`src/rtl/rev_pkg.sv`:
```
// Shared definitions for the wheel revolution front-end and the downstream counter.
package rev_pkg;

   typedef enum logic [1:0] {
      LOW       = 2'd0,
      CONF_HIGH = 2'd1,
      HIGH      = 2'd2,
      CONF_LOW  = 2'd3
   } db_state_t;

   localparam logic       STALLED_RST = 1'b1;
   localparam logic [6:0] ASCII_ZERO  = 7'h30;

   function automatic int unsigned cycles_per_ms(input int unsigned freq);
      return freq / 1000;
   endfunction

endpackage

```
`src/rtl/rev_debounce.sv`:
```
// Two-flop synchroniser plus four-state debounce FSM; emits a registered one-cycle
// pulse on every debounced rising edge of the reed switch.
module rev_debounce
   import rev_pkg::*;
#(
   parameter int unsigned DB_CYCLES = 10
) (
   input  logic clk,
   input  logic reset,
   input  logic sensor_raw,
   output logic rev_level,
   output logic rev_rise
);

   localparam int unsigned    CNT_W    = (DB_CYCLES > 1) ? $clog2(DB_CYCLES) : 1;
   localparam logic [CNT_W-1:0] CNT_LAST = CNT_W'(DB_CYCLES - 1);

   logic             sync_p0;
   logic             s_sync;
   db_state_t        state;
   db_state_t        state_nxt;
   logic [CNT_W-1:0] cnt;
   logic [CNT_W-1:0] cnt_nxt;

   always_ff @(posedge clk or posedge reset) begin
      if (reset) begin
         sync_p0  <= 1'b0;
         s_sync   <= 1'b0;
         state    <= LOW;
         cnt      <= '0;
         rev_rise <= 1'b0;
      end else begin
         sync_p0  <= sensor_raw;
         s_sync   <= sync_p0;
         state    <= state_nxt;
         cnt      <= cnt_nxt;
         rev_rise <= (state == CONF_HIGH) && (state_nxt == HIGH);
      end
   end

   always_comb begin
      state_nxt = state;
      cnt_nxt   = cnt;
      case (state)
         LOW: begin
            if (s_sync) begin
               state_nxt = CONF_HIGH;
               cnt_nxt   = '0;
            end
         end
         CONF_HIGH: begin
            if (!s_sync)                state_nxt = LOW;
            else if (cnt == CNT_LAST)   state_nxt = HIGH;
            else                        cnt_nxt   = cnt + 1'b1;
         end
         HIGH: begin
            if (!s_sync) begin
               state_nxt = CONF_LOW;
               cnt_nxt   = '0;
            end
         end
         CONF_LOW: begin
            if (s_sync)                 state_nxt = HIGH;
            else if (cnt == CNT_LAST)   state_nxt = LOW;
            else                        cnt_nxt   = cnt + 1'b1;
         end
         default: state_nxt = LOW;
      endcase
   end

   assign rev_level = (state == HIGH) || (state == CONF_LOW);

endmodule

```
`src/rtl/rev_conditioner.sv`:
```
// Wheel sensor conditioner: debounced revolution pulse, ms period measurement and stall flag.
// Optional REV_MIN_PERIOD_EN rejects implausibly fast revolutions and adds the rev_reject port.
module rev_conditioner
   import rev_pkg::*;
#(
   parameter int unsigned CLK_FREQ_HZ   = 100_000_000,
   parameter int unsigned DEBOUNCE_MS   = 5,
   parameter int unsigned TIMEOUT_MS    = 3000,
   parameter int unsigned PERIOD_W      = 16,
   parameter int unsigned MIN_PERIOD_MS = 60
) (
   input  logic                clk,
   input  logic                reset,
   input  logic                sensor_raw,
   output logic                rev_level,
   output logic                rev_pulse,
   output logic [PERIOD_W-1:0] period_ms,
   output logic                period_valid,
   output logic                stalled
`ifdef REV_MIN_PERIOD_EN
   ,
   output logic                rev_reject
`endif
);

   localparam int unsigned CYCLES_PER_MS = cycles_per_ms(CLK_FREQ_HZ);
   localparam int unsigned DB_CYCLES     = DEBOUNCE_MS * CYCLES_PER_MS;
   localparam int unsigned PRE_W         = (CYCLES_PER_MS > 1) ? $clog2(CYCLES_PER_MS) : 1;
   localparam logic [PRE_W-1:0]    PRE_LAST  = PRE_W'(CYCLES_PER_MS - 1);
   localparam logic [PERIOD_W-1:0] TIMEOUT_V = PERIOD_W'(TIMEOUT_MS);
   localparam logic [PERIOD_W-1:0] MIN_V     = PERIOD_W'(MIN_PERIOD_MS);
`ifdef REV_MIN_PERIOD_EN
   localparam logic MIN_EN = 1'b1;
`else
   localparam logic MIN_EN = 1'b0;
`endif

   function automatic logic [PERIOD_W-1:0] sat_inc(input logic [PERIOD_W-1:0] v);
      return (v == {PERIOD_W{1'b1}}) ? v : v + 1'b1;
   endfunction

   logic                rev_rise;
   logic                reject;
   logic                accept;
   logic                tick;
   logic [PRE_W-1:0]    pre;
   logic [PERIOD_W-1:0] ms_since;
   logic [PERIOD_W-1:0] ms_inc;
   logic                seen_one;

   rev_debounce #(.DB_CYCLES(DB_CYCLES)) u_debounce (
      .clk        (clk),
      .reset      (reset),
      .sensor_raw (sensor_raw),
      .rev_level  (rev_level),
      .rev_rise   (rev_rise)
   );

   // A rejected edge leaves the period state untouched, so ms_since keeps running.
   assign reject    = MIN_EN && rev_rise && seen_one && (ms_since < MIN_V);
   assign accept    = rev_rise && !reject;
   assign rev_pulse = accept;
   assign tick      = (pre == PRE_LAST);
   assign ms_inc    = sat_inc(ms_since);
`ifdef REV_MIN_PERIOD_EN
   assign rev_reject = reject;
`endif

   always_ff @(posedge clk or posedge reset) begin
      if (reset) begin
         pre          <= '0;
         ms_since     <= '0;
         seen_one     <= 1'b0;
         period_ms    <= '0;
         period_valid <= 1'b0;
         stalled      <= STALLED_RST;
      end else begin
         pre <= tick ? '0 : pre + 1'b1;
         // Revolution beats a coincident tick and a coincident timeout.
         if (accept) begin
            if (seen_one) begin
               period_ms    <= ms_since;
               period_valid <= 1'b1;
            end
            ms_since <= '0;
            seen_one <= 1'b1;
            stalled  <= 1'b0;
         end else if (tick) begin
            ms_since <= ms_inc;
            if (ms_inc == TIMEOUT_V) begin
               stalled      <= 1'b1;
               period_valid <= 1'b0;
               seen_one     <= 1'b0;
            end
         end
      end
   end

endmodule

```
`config.mk`:
```
export PLATFORM = sky130hd
export DESIGN_NAME = rev_conditioner
export DESIGN_NICKNAME = d
export VERILOG_FILES = /design/src/rtl/rev_pkg.sv /design/src/rtl/rev_debounce.sv /design/src/rtl/rev_conditioner.sv
export SDC_FILE = /design/constraint.sdc
export NUM_CORES = 1
export LEC_CHECK = 0
export ABC_AREA = 1
export ABC_CLOCK_PERIOD_IN_PS = 3900
export BUFFER_PORTS_ARGS = -buffer_cell sky130_fd_sc_hd__buf_2
export CORE_UTILIZATION = 66
export DETAILED_ROUTE_END_ITERATION = 7
export GPL_TIMING_DRIVEN = 0
export HOLD_SLACK_MARGIN = 0.15
export PLACE_DENSITY = 0.85
export SYNTH_ARGS = -nofsm -noshare
export SYNTH_HDL_FRONTEND = slang
export SYNTH_HIERARCHICAL = 1
export SYNTH_SLANG_ARGS = --single-unit
```
`constraint.sdc`:
```
create_clock -name clk -period 3.9 [get_ports clk]
set_input_delay 0.195 -clock clk [delete_from_list [all_inputs] [get_ports clk]]
set_output_delay 0.195 -clock clk [all_outputs]
set_load 0.005 [all_outputs]
```
# Word level (Yosys, flattened, before mapping)
# Cells that the tools add are included.
# W data, S select, Z words.
# word_totals
out_inout_bits	20
regBits	76
# op_classes
n_eq_ne	13
n_reduce_logical	9
add_sub_neg	3
n_mux	25
# op_table
op	n
$mux W19	5
$pmux W19 S4	1
$mux W16	3
$add A19 B1 Y19 const B	1
$eq A19 B19 Y1 const B	1
$add A17 B1 Y17 const B	1
$eq A17 B17 Y1 const B	1
$mux W17	1
$add A16 B1 Y16 const B	1
$eq A16 B12 Y1 const B	1
$eq A16 B16 Y1 const B	1
$mux W2	6
$mux W1	8
$pmux W2 S4	1
$eq A2 B2 Y1 const B	3
$ne A2 B2 Y1 const B	3
$ne A2 B1 Y1 const B	2
$reduce_and A2 Y1	2
$reduce_and A4 Y1	1
$reduce_bool A2 Y1	2
$reduce_and A3 Y1	1
$eq A2 B1 Y1 const B	1
$logic_not A2 Y1	1
$logic_and A1 B1 Y1	1
$logic_or A1 B1 Y1	1

# Longest topological paths before layout
# Gate-level depths: netlist (run 1).
# logic_depth
ltp_word	6
ltp_mapped	13

# Modules after synthesis
# The synthesis (run 1) kept the hierarchy.
# by_module_without_submodules
mod	cells_per_inst	area_each_um2	n_inst
rev_conditioner	371	2793.9	1
rev_debounce	211	1556.5	1

# Worst setup path before layout (run 1)
# Ideal clock, no wire load.
# synth_path
path_kind	flip-flop to flip-flop
startpoint	register ms_since[0]
endpoint	register period_valid
path_slack_ps	2231
arrival_time_ps	1543
setup_time_ps	126
t_required_ps	3774
path_stages_with_launch	13
cell_sequence	dfrtp_1 > ha_1 > nand3_2 > nor2_1 > nand2_1 > buf_6 > nand3_1 > a21oi_1 > nand2_1 > nor2_1 > nand2_1 > nand2_1 > nand2_1
# synth_via
elab_chain_cells	5
# synth_lines
item	line	text
start, declared	rev_conditioner.sv:47	logic [PERIOD_W-1:0] ms_since;
start signal, assigned	rev_conditioner.sv:89	ms_since <= ms_inc;
$add A16 B1 Y16 / $eq A16 B16 Y1 (equally long branches)	rev_conditioner.sv:39	return (v == {PERIOD_W{1'b1}}) ? v : v + 1'b1;
$mux W16 (*)	rev_conditioner.sv:39	
$eq A16 B12 Y1 (*)	rev_conditioner.sv:90	if (ms_inc == TIMEOUT_V) begin
$reduce_bool A2 Y1 (no source line) (*)	--	
$reduce_and A3 Y1 (no source line) (*)	--	
end signal, assigned	rev_conditioner.sv:75	period_valid <= 1'b0;
end signal, assigned	rev_conditioner.sv:83	period_valid <= 1'b1;
end signal, assigned	rev_conditioner.sv:92	period_valid <= 1'b0;
end, declared	rev_conditioner.sv:18	output logic period_valid,
# Every way passes the cells marked *; elsewhere a longest branch is shown, timed or not.
# A chain may end at the register's enable or synchronous reset.

# Final worst setup path (run 1)
# layout_path
startpoint	register ms_since[1]
endpoint	register period_valid
# Same word-level chain as after synthesis.

==> results of run 1 <==
[cells by family after synthesis]
group | count (synthesis) | share of synthesized area [%]
buffers and inverters | 86 | 8.46
adder cells (fa/ha/maj) | 3 | 0.863
flip-flops | 76 | 43.7
AO/OA/AOI/OAI | 71 | 8.80
AND/OR/NAND/NOR | 333 | 35.3
XOR/XNOR | 13 | 2.79
[power by group through the flow]
stage	sequential, uW	combinational [uW]	clock (uW)
floorplan	815	38.2	0
global placement	816	48.6	0
detailed placement	816	52.6	0
CTS	800	54.3	690
global route	802	59.8	718
finish	800	53.1	680
[routing by layer]
metal,track usage [%],share of wire (%),vias up
li1,-,-,1939
met1,39.5,42,1888
met2,51.0,48,174
met3,6.36,7.1,41
met4,16.5,2.9,0
met5,0,0,-
[layout make-up]
class                   instances  area (sq um)  share of cell area (%)
multi-input cells             420          2080                    43.1
flip-flops and latches         76          1900                    39.5
inverters                      74           280                    5.81
repair buffers                 25           150                    3.11
clock buffers                  10           138                    2.85
well taps                      77          96.3                    2.00
plain buffers                  12          87.6                    1.82
clock inverters                 6          86.3                    1.79
[through the flow]
stage                     hold WS (ns)  cells  utilization (%)  worst slack, ns  power, uW
after floorplan                  0.210    582                -             2.23        853
after global routing             0.313    700             75.9             1.57       1580
final                            0.300    700             75.9             1.74       1530
after global placement           0.309    681             71.8             1.82        864
after detailed placement         0.131    682             72.1             1.85        869
after CTS                        0.289    700             75.9             1.81       1540
[worst reg2reg max path: stages (launching register included)]
cell and delay, ns:
dfrtp_1 0.41, ha_1 0.32, nand3_2 0.16, nor2_1 0.23
nand3_1 0.11, nand2_1 0.09, nand3_1 0.11, nor2_1 0.11
nand2_1 0.07, nor2_1 0.18, nand2_1 0.12, nand2_1 0.07
nand2_1 0.05
[Yosys cell counts, types with 2 or more instances]
cell type / n
inv_2: 9
o21ai_0: 41
nand3_2: 3
nor2_2: 5
nand3b_1: 2
nor2_4: 8
nand2_2: 10
xnor2_1: 2
nor4_1: 4
dfrtp_1: 75
nand2_1: 158
buf_2: 3
o21ai_1: 6
o21ai_2: 4
o22ai_1: 4
o21bai_1: 3
nand4_1: 19
a21oi_1: 13
xor2_1: 10
nor2_1: 66
ha_1: 3
inv_1: 64
clkbuf_1: 5
buf_6: 3
or2_2: 2
nor3_1: 6
nand3_1: 46
[path summary, 6_finish.rpt]
check                               endpoint               start
setup / recovery                period_valid         ms_since[1]
hold / removal                       pre[11]               reset
setup reg to reg                period_valid         ms_since[1]
hold reg to reg            u_debounce/s_sync  u_debounce/sync_p0
max in group asynchronous  u_debounce/cnt[5]               reset
min in group clk           u_debounce/s_sync  u_debounce/sync_p0
[state kept, by name (all words and copies together) (netlist names)]
name and cells:
ms_since 16, period_ms 16, period_valid 1, pre 17, seen_one 1, stalled 1, u_debounce/cnt 19, u_debounce/rev_rise 1
u_debounce/s_sync 1, u_debounce/state 2, u_debounce/sync_p0 1
==> results.md, run 1 <==
* Num CTS Buffers at 9
* DP HPWL at 7190 um
* Clock Path Buffers at 2
* Fraction of layout cells with a size suffix above 1 at 15.1%
* Detailed Route Iter0 Violations at 393
* RSZ-0062 raised after global routing: false
* Commonest non-fill, non-tap cell in the layout: nand2_1
* Arrival @ worst endpoint at 2.39 ns
* Crit. path cell count at 12
* First-pass GRT wire length at 17300 um
* Antenna diode count at 0
* Asr flop ratio synth at 100%
* Initial antenna violation count at 0
* Max_cap viols at 0
* Die area at 6920 sq um
* Register area share after synthesis at 43.7%
* Switching pwr at 346 uW
* Area after DPL at 4580 sq um
* GRT Total Usage at 31.3%
* Top Family by Delay on Critical Path: simple AND/OR/NAND/NOR gates
* CTS resizes at 0
* Area leader, netlist: dfrtp_1
* Layout Area Growth over Synthesis at 10.8%
* Achievable clock frequency at 464 MHz
* Clk Latency, worst-skew pair at 0.36 ns
* Clk_skew at 0.00782 ns
* Crit Path Class: flip-flop to flip-flop
* Critical Path Sink Type: flip-flop
* Slowest cell delay on critical path at 0.41 ns
* FF-to-FF setup slack at 1.74 ns
* Worst slew pin tran at 0.917 ns
* Critical path, cell by cell: ha_1 -> nand3_2 -> nor2_1 -> nand3_1 -> nand2_1 -> nand3_1 -> nor2_1 -> nand2_1 -> nor2_1 -> nand2_1 -> nand2_1 -> nand2_1
* Syn Area/Cell at 7.47 sq um
* Slew margin rel. at 38.8%
* I/O pins at 23
* Synthesis-stage register bit count at 76
* Yosys warning count at 6
* CP dominant cell by count: nand2_1
* Crit path time final at 2.16 ns
* Die Y at 83.2 um
* Outcome: complete, no violations
* Switching share of power at 22.6%
* Cell internal pwr at 1190 uW
* Post-route cell area at 4820 sq um
* Vias in the first global route at 3872
* P per Cell Area at 318 nW/um^2
* Drt wl/cell at 14.5 um
* Worst reg2reg path depth at 12
* Slowest CP cell: dfrtp_1
* Number of flops mapped to enable cells by yosys at 0
* Worst Path Buf+Inv at 0
* Leakage at 0.00225 uW
* Horiz. Die Dim at 83.2 um
* Final WL at 10200 um
* DRC at 0
* Core ar. at 6350 sq um
* Largest net degree at the start of global routing at 45
* CTS tree: done
* Initial core utilization at 68.5%
* Synth cell types at 35
* CTS Hold Bufs at 2
* Required @ worst endpoint at 4.13 ns
* Mapped cell area at 4350 sq um
* Final Hold Fails at 0
* Post-route ant nets at 0
* Final #Nets at 624
* GR Overflow Total at 0
* Synth Flop Type: dfrtp_1
* Post-synth top area share at 43.1%
* Gpl congestion at 0.945
* Port Buffers at 22
* Worst setup SP type: flip-flop
* Final number of max-transition violations at 0
* # H-tree levels at 3
* Synth Instances at 582
* Row count at 29
* # fillers at 469
* Postcts setup bufs at 0
* Hold WC Path Type: input pin to asynchronous set/reset pin
* Combinational power share at 3.5%
* First-pass DRT Iterations at 5
* Most frequent cells in the layout: 158 x nand2_1, 75 x dfrtp_1, 66 x nor2_1
* Syn_nets at 588
* Synth area leaders: dfrtp_1 43%, nand2_1 14%, nor2_1 5.7%, inv_1 5.5%, nand3_1 5.3%
* VDD IR-drop max at 245 uV
* Sequential share of power at 52.2%
* CTS clk-pin slew, worst paths at 0.08 ns
* Clock root cell: clkbuf_8
* # clock sinks at 76
* CP max FO at 5
* # setup viols final at 0
* Clk pwr share at 44.3%
* Vias at 4042
* Drt via density at 5.77
* Fin crit share at 55.3%
* Setup_tns at 0 ns
(Power assumes the default switching activity.)
==> run 2: changes to the inputs <==
ABC_CLOCK_PERIOD_IN_PS = 1800   (was 3900)
CORE_UTILIZATION = 55   (was 66)
PLACE_DENSITY = 0.76   (was 0.85)
clock period = 1.8 ns   (was 3.9 ns; I/O delays follow)
==> results.md, run 2 (same netlist as run 1, synthesis figures left out) <==
* Met3 WL at 764 um
* Final worst slack at -0.126 ns
* Layout Area Growth over Synthesis at 22.8%
* Pre-CTS setup slack at -0.290 ns
* Horiz. Die Dim at 90.9 um
* DR top layer: met4
* First-pass DRT Iterations at 5
* Failing checks: setup timing
* Hold WC Path Type: input pin to asynchronous set/reset pin
* Clk Latency, worst-skew pair at 0.35 ns
* Leakage at 0.00254 uW
* Setup_tns at -0.157 ns
* FF-to-FF setup slack at -0.13 ns
* RSZ-0062 raised after global routing: true
* Outcome: complete, but fails checks
* Largest registers: u_debounce/cnt: 19 flops, pre: 17 flops
* Arrival @ worst endpoint at 2.15 ns
* First-pass GRT wire length at 17800 um
* Drt wl/cell at 14.9 um
* Worst setup SP type: flip-flop
* CTS tree: done
* Most frequent cells in the layout: 145 x nand2_1, 65 x dfrtp_1, 63 x inv_1
* Port Buffers at 22
* Post-route ant nets at 0
* Met1 wire length at 4480 um
* Fin crit share at 107%
* Crit Path Class: flip-flop to flip-flop
* Critical Path Sink Type: flip-flop
* VDD IR-drop max at 409 uV
* GRT Total Usage at 27.0%
* Final Hold Fails at 0
* Clock Path Buffers at 2
* # H-tree levels at 3
* Gpl congestion at 0.931
* Flip-flop count of the largest register after layout at 19
* Detailed Route Iter0 Violations at 353
* Initial core utilization at 56.6%
* # setup viols final at 3
* DP HPWL at 7140 um
* Core ar. at 7690 sq um
* Fraction of layout cells with a size suffix above 1 at 25.6%
* Final WL at 11300 um
* Largest reg by FF count: u_debounce/cnt
* Vias at 4241
* Achievable clock frequency at 519 MHz
* Commonest non-fill, non-tap cell in the layout: nand2_1
* Required @ worst endpoint at 2.02 ns
* Max_cap viols at 0
* Final number of max-transition violations at 0
* Worst slew pin tran at 0.924 ns
* Die Y at 90.9 um
* Num CTS Buffers at 9
* Die area at 8270 sq um
* I/O pins at 23
* Slew margin rel. at 38.3%
* GR Overflow Total at 0
* Drt via density at 5.60
* Final #Nets at 656
* P per Cell Area at 653 nW/um^2
* # fillers at 603
* Clock root cell: clkbuf_8
* Tot Pwr at 3490 uW
* Vias in the first global route at 3947
* Clk_skew at 0.00951 ns
* CTS clk-pin slew, worst paths at 0.08 ns
* Row count at 32
* Largest net degree at the start of global routing at 46
* Register Area at 1920 sq um
* Initial antenna violation count at 0
* DR WL met2 at 5510 um
* Antenna diode count at 0
* # clock sinks at 76
* DRC at 0
* CP max FO at 3
* Footprint of the multi-input gates at 2260 sq um
* Crit path time final at 1.93 ns
[run 2: what timing repair did]
| item | CTS | global route |
|---|---|---|
| pin swaps | 3 | 20 |
| hold buffers | 2 | 0 |
| gates cloned | 1 | 0 |
| resized for setup | 18 | 48 |
| setup endpoints to repair | 21 | 26 |
| endpoints found under the hold margin | 76 | 0 |
| setup buffers | 8 | 23 |
[run 2: through the flow]
step,area (sq um),cells,hold slack (ns),utilization (%)
global placement,4590,706,0.201,59.7
CTS,5010,734,0.186,65.1
floorplan,4350,582,0.105,-
global route,5340,757,0.210,69.5
finish,5340,757,0.192,69.5
detailed placement,4610,707,0.0266,59.9
[run 2: final timing paths]
| path | cells after the start | start | to |
|---|---|---|---|
| worst max-delay path | 13 | ms_since[5] | period_valid |
| worst min-delay path | 3 | reset | pre[4] |
| worst max register to register | 13 | ms_since[5] | period_valid |
| worst min register to register | 0 | u_debounce/sync_p0 | u_debounce/s_sync |
| max in group asynchronous | 3 | reset | u_debounce/cnt[0] |
| min in group clk | 0 | u_debounce/sync_p0 | u_debounce/s_sync |
[run 2: critical path, stage by stage (launching register included)]
cell     delay (ns)
dfrtp_1        0.48
nand2_2        0.12
nor2_2         0.18
nand2_2        0.09
inv_2          0.10
nand2_1        0.08
nand2_1        0.10
nand3_2        0.09
nor2_2         0.13
nand2_1        0.08
nor2_2         0.14
nand2_1        0.08
nand2_1        0.06
nand2_1        0.05
[run 2: area by class of cell]
type	instances	area share, %
Clock buffer	12	2.90
Multi-Input combinational cell	420	42.2
Buffer	12	1.80
Clock inverter	4	1.78
Inverter	74	5.29
Tap cell	102	2.39
Timing Repair Buffer	57	7.75
Sequential cell	76	35.8
[run 2: power by group]
part           total [uW]  internal, uW  switching [uW]  leakage (uW)
combinational         129          44.9            83.7       0.00140
clock                1630           996             634      0.000127
sequential           1730          1720            13.4       0.00102
[run 2: layer usage]
metal  vias to the layer above  track usage (%)
met5                         -                0
met4                         0             14.6
met3                        71             5.28
met2                       228             46.1
met1                      1933             31.9
li1                       2009                -
==> run 3: changes to the inputs <==
SETUP_SLACK_MARGIN = 0.3   (was default)
==> results.md, run 3 (same netlist as run 1, synthesis figures left out) <==
* DP HPWL at 7040 um
* Horiz. Die Dim at 90.9 um
* Clk Latency, worst-skew pair at 0.36 ns
* Final worst slack at -0.232 ns
* Switching share of power at 21.9%
* CP max FO at 5
* Grt met2 use at 48.2%
* Clock root cell: clkbuf_8
* GRT Max-Usage Layer: met2
* Antenna diode count at 0
* Fin crit share at 113%
* Crit path time final at 2.03 ns
* Fraction of layout cells with a size suffix above 1 at 38.7%
* Combinational power share at 5.0%
* RSZ-0062 raised after global routing: true
* Vias in the first global route at 3941
* Achievable clock frequency at 492 MHz
* Final Hold Fails at 0
* Cells after DPL at 707
* Gpl congestion at 0.945
* Row count at 32
* DRC at 0
* Largest net degree at the start of global routing at 45
* Switching pwr at 782 uW
* Num CTS Buffers at 9
* Final non-filler cell total at 763
* # setup viols final at 3
* Core ar. at 7690 sq um
* Worst setup SP type: flip-flop
* Most frequent cells in the layout: 129 x nand2_1, 60 x dfrtp_1, 53 x inv_1
* Flip-flop count of the largest register after layout at 19
* Met1 Usage GRT at 33.6%
* Sequential share of power at 48.5%
* Final #Nets at 662
* Clk_skew at 0.0117 ns
* Arrival @ worst endpoint at 2.26 ns
* Critical path, cell by cell: ha_4 -> nand3_4 -> o21ai_0 -> nand2_1 -> nor2_1 -> nand4_1 -> nor2_2 -> nand2_1 -> nand2_1 -> nand2_1
* Drt via density at 5.70
* Hold WS at 0.193 ns
* P per Cell Area at 606 nW/um^2
* CTS tree: done
* Slowest CP cell: dfrtp_2
* Die Y at 90.9 um
* Post-route ant nets at 0
* Tot Pwr at 3570 uW
* Layout Area Growth over Synthesis at 35.4%
* Required @ worst endpoint at 2.03 ns
* First-pass DRT Iterations at 6
* Clock Path Buffers at 2
* Vias at 4349
* Register Area at 1920 sq um
* First-pass GRT wire length at 18100 um
* Final number of max-transition violations at 0
* Final WL at 12600 um
* Slew margin rel. at 37.5%
* # clock sinks at 76
* VDD IR-drop max at 451 uV
* Clk pwr share at 46.5%
* Slowest cell delay on critical path at 0.43 ns
* Largest reg by FF count: u_debounce/cnt
* Initial core utilization at 56.6%
* Hold WC Path Type: input pin to asynchronous set/reset pin
* Setup_tns at -0.467 ns
* Crit Path Class: flip-flop to flip-flop
* Commonest non-fill, non-tap cell in the layout: nand2_1
* I/O pins at 23
* CP dominant cell by count: nand2_1
* Worst slew pin tran at 0.937 ns
* Footprint of the multi-input gates at 2640 sq um
* CTS clk-pin slew, worst paths at 0.08 ns
* Drt wl/cell at 16.5 um
* Largest registers: u_debounce/cnt: 19 flops, pre: 17 flops
* Port Buffers at 22
* # fillers at 500
* Top Family by Delay on Critical Path: simple AND/OR/NAND/NOR gates
* Detailed Route Iter0 Violations at 358
* GRT Total Usage at 27.8%
* Initial antenna violation count at 0
* # H-tree levels at 3
* Leakage at 0.00269 uW
* Cell internal pwr at 2790 uW
* GR Overflow Total at 0
* Final Util at 76.6%
* Critical Path Sink Type: flip-flop
* Outcome: complete, but fails checks
* Met3 track demand over resource at 4.77%
* Die area at 8270 sq um
* Max_cap viols at 0
* Failing checks: setup timing
* Worst Path Buf+Inv at 0
## run 3: final cells by class
cell class,instances,share of cell area (%)
clock inverter,4,1.61
tap,102,2.17
multi-input combinational,420,44.8
sequential,76,32.6
buffer,12,1.98
timing repair buffer,63,9.05
clock buffer,12,2.63
inverter,74,5.14
## run 3: per-layer routing
metal | vias to the layer above | part of all wire, % | routed length, um
li1 | 2022 | - | -
met1 | 2052 | 40 | 5030
met2 | 221 | 51 | 6360
met3 | 54 | 5.6 | 699
met4 | 0 | 3.9 | 493
met5 | - | 0 | 0
## run 3: worst min-delay path, delay by kind of cell
family,cells,cell delay [ns]
buffers and inverters,3,0.84
## run 3: per-stage QoR
| step | cell area (sq um) | setup slack (ns) |
|---|---|---|
| final | 5890 | -0.232 |
| after global routing | 5890 | -0.308 |
| after CTS | 5310 | -0.0224 |
| after detailed placement | 4670 | -0.147 |
| after global placement | 4650 | -0.201 |
| after floorplan | 4410 | 0.199 |
## run 3: final timing paths
kind                               startpoint  slack, ns                end  cells after the start
hold / removal                          reset       0.19            pre[16]                      3
max in group asynchronous               reset       0.66  u_debounce/cnt[9]                      3
min in group clk           u_debounce/sync_p0       0.35  u_debounce/s_sync                      0
setup reg to reg                  ms_since[0]      -0.23       period_valid                     10
setup / recovery                  ms_since[0]      -0.23       period_valid                     10
hold reg to reg            u_debounce/sync_p0       0.35  u_debounce/s_sync                      0
## run 3: timing repair
item,4_1_cts,5_1_grt
endpoints found under the hold margin,76,0
resized for setup,82,116
pin swaps,20,31
setup endpoints to repair,49,45
setup buffers,18,16
hold buffers,2,0
cloned,1,3
## run 3: power groups by stage
stage	clock network [uW]	logic, uW	registers [uW]
after floorplan	0	85.1	1770
after global placement	0	109	1770
after detailed placement	0	118	1770
after CTS	1660	138	1730
after global routing	1750	198	1730
final	1660	178	1730
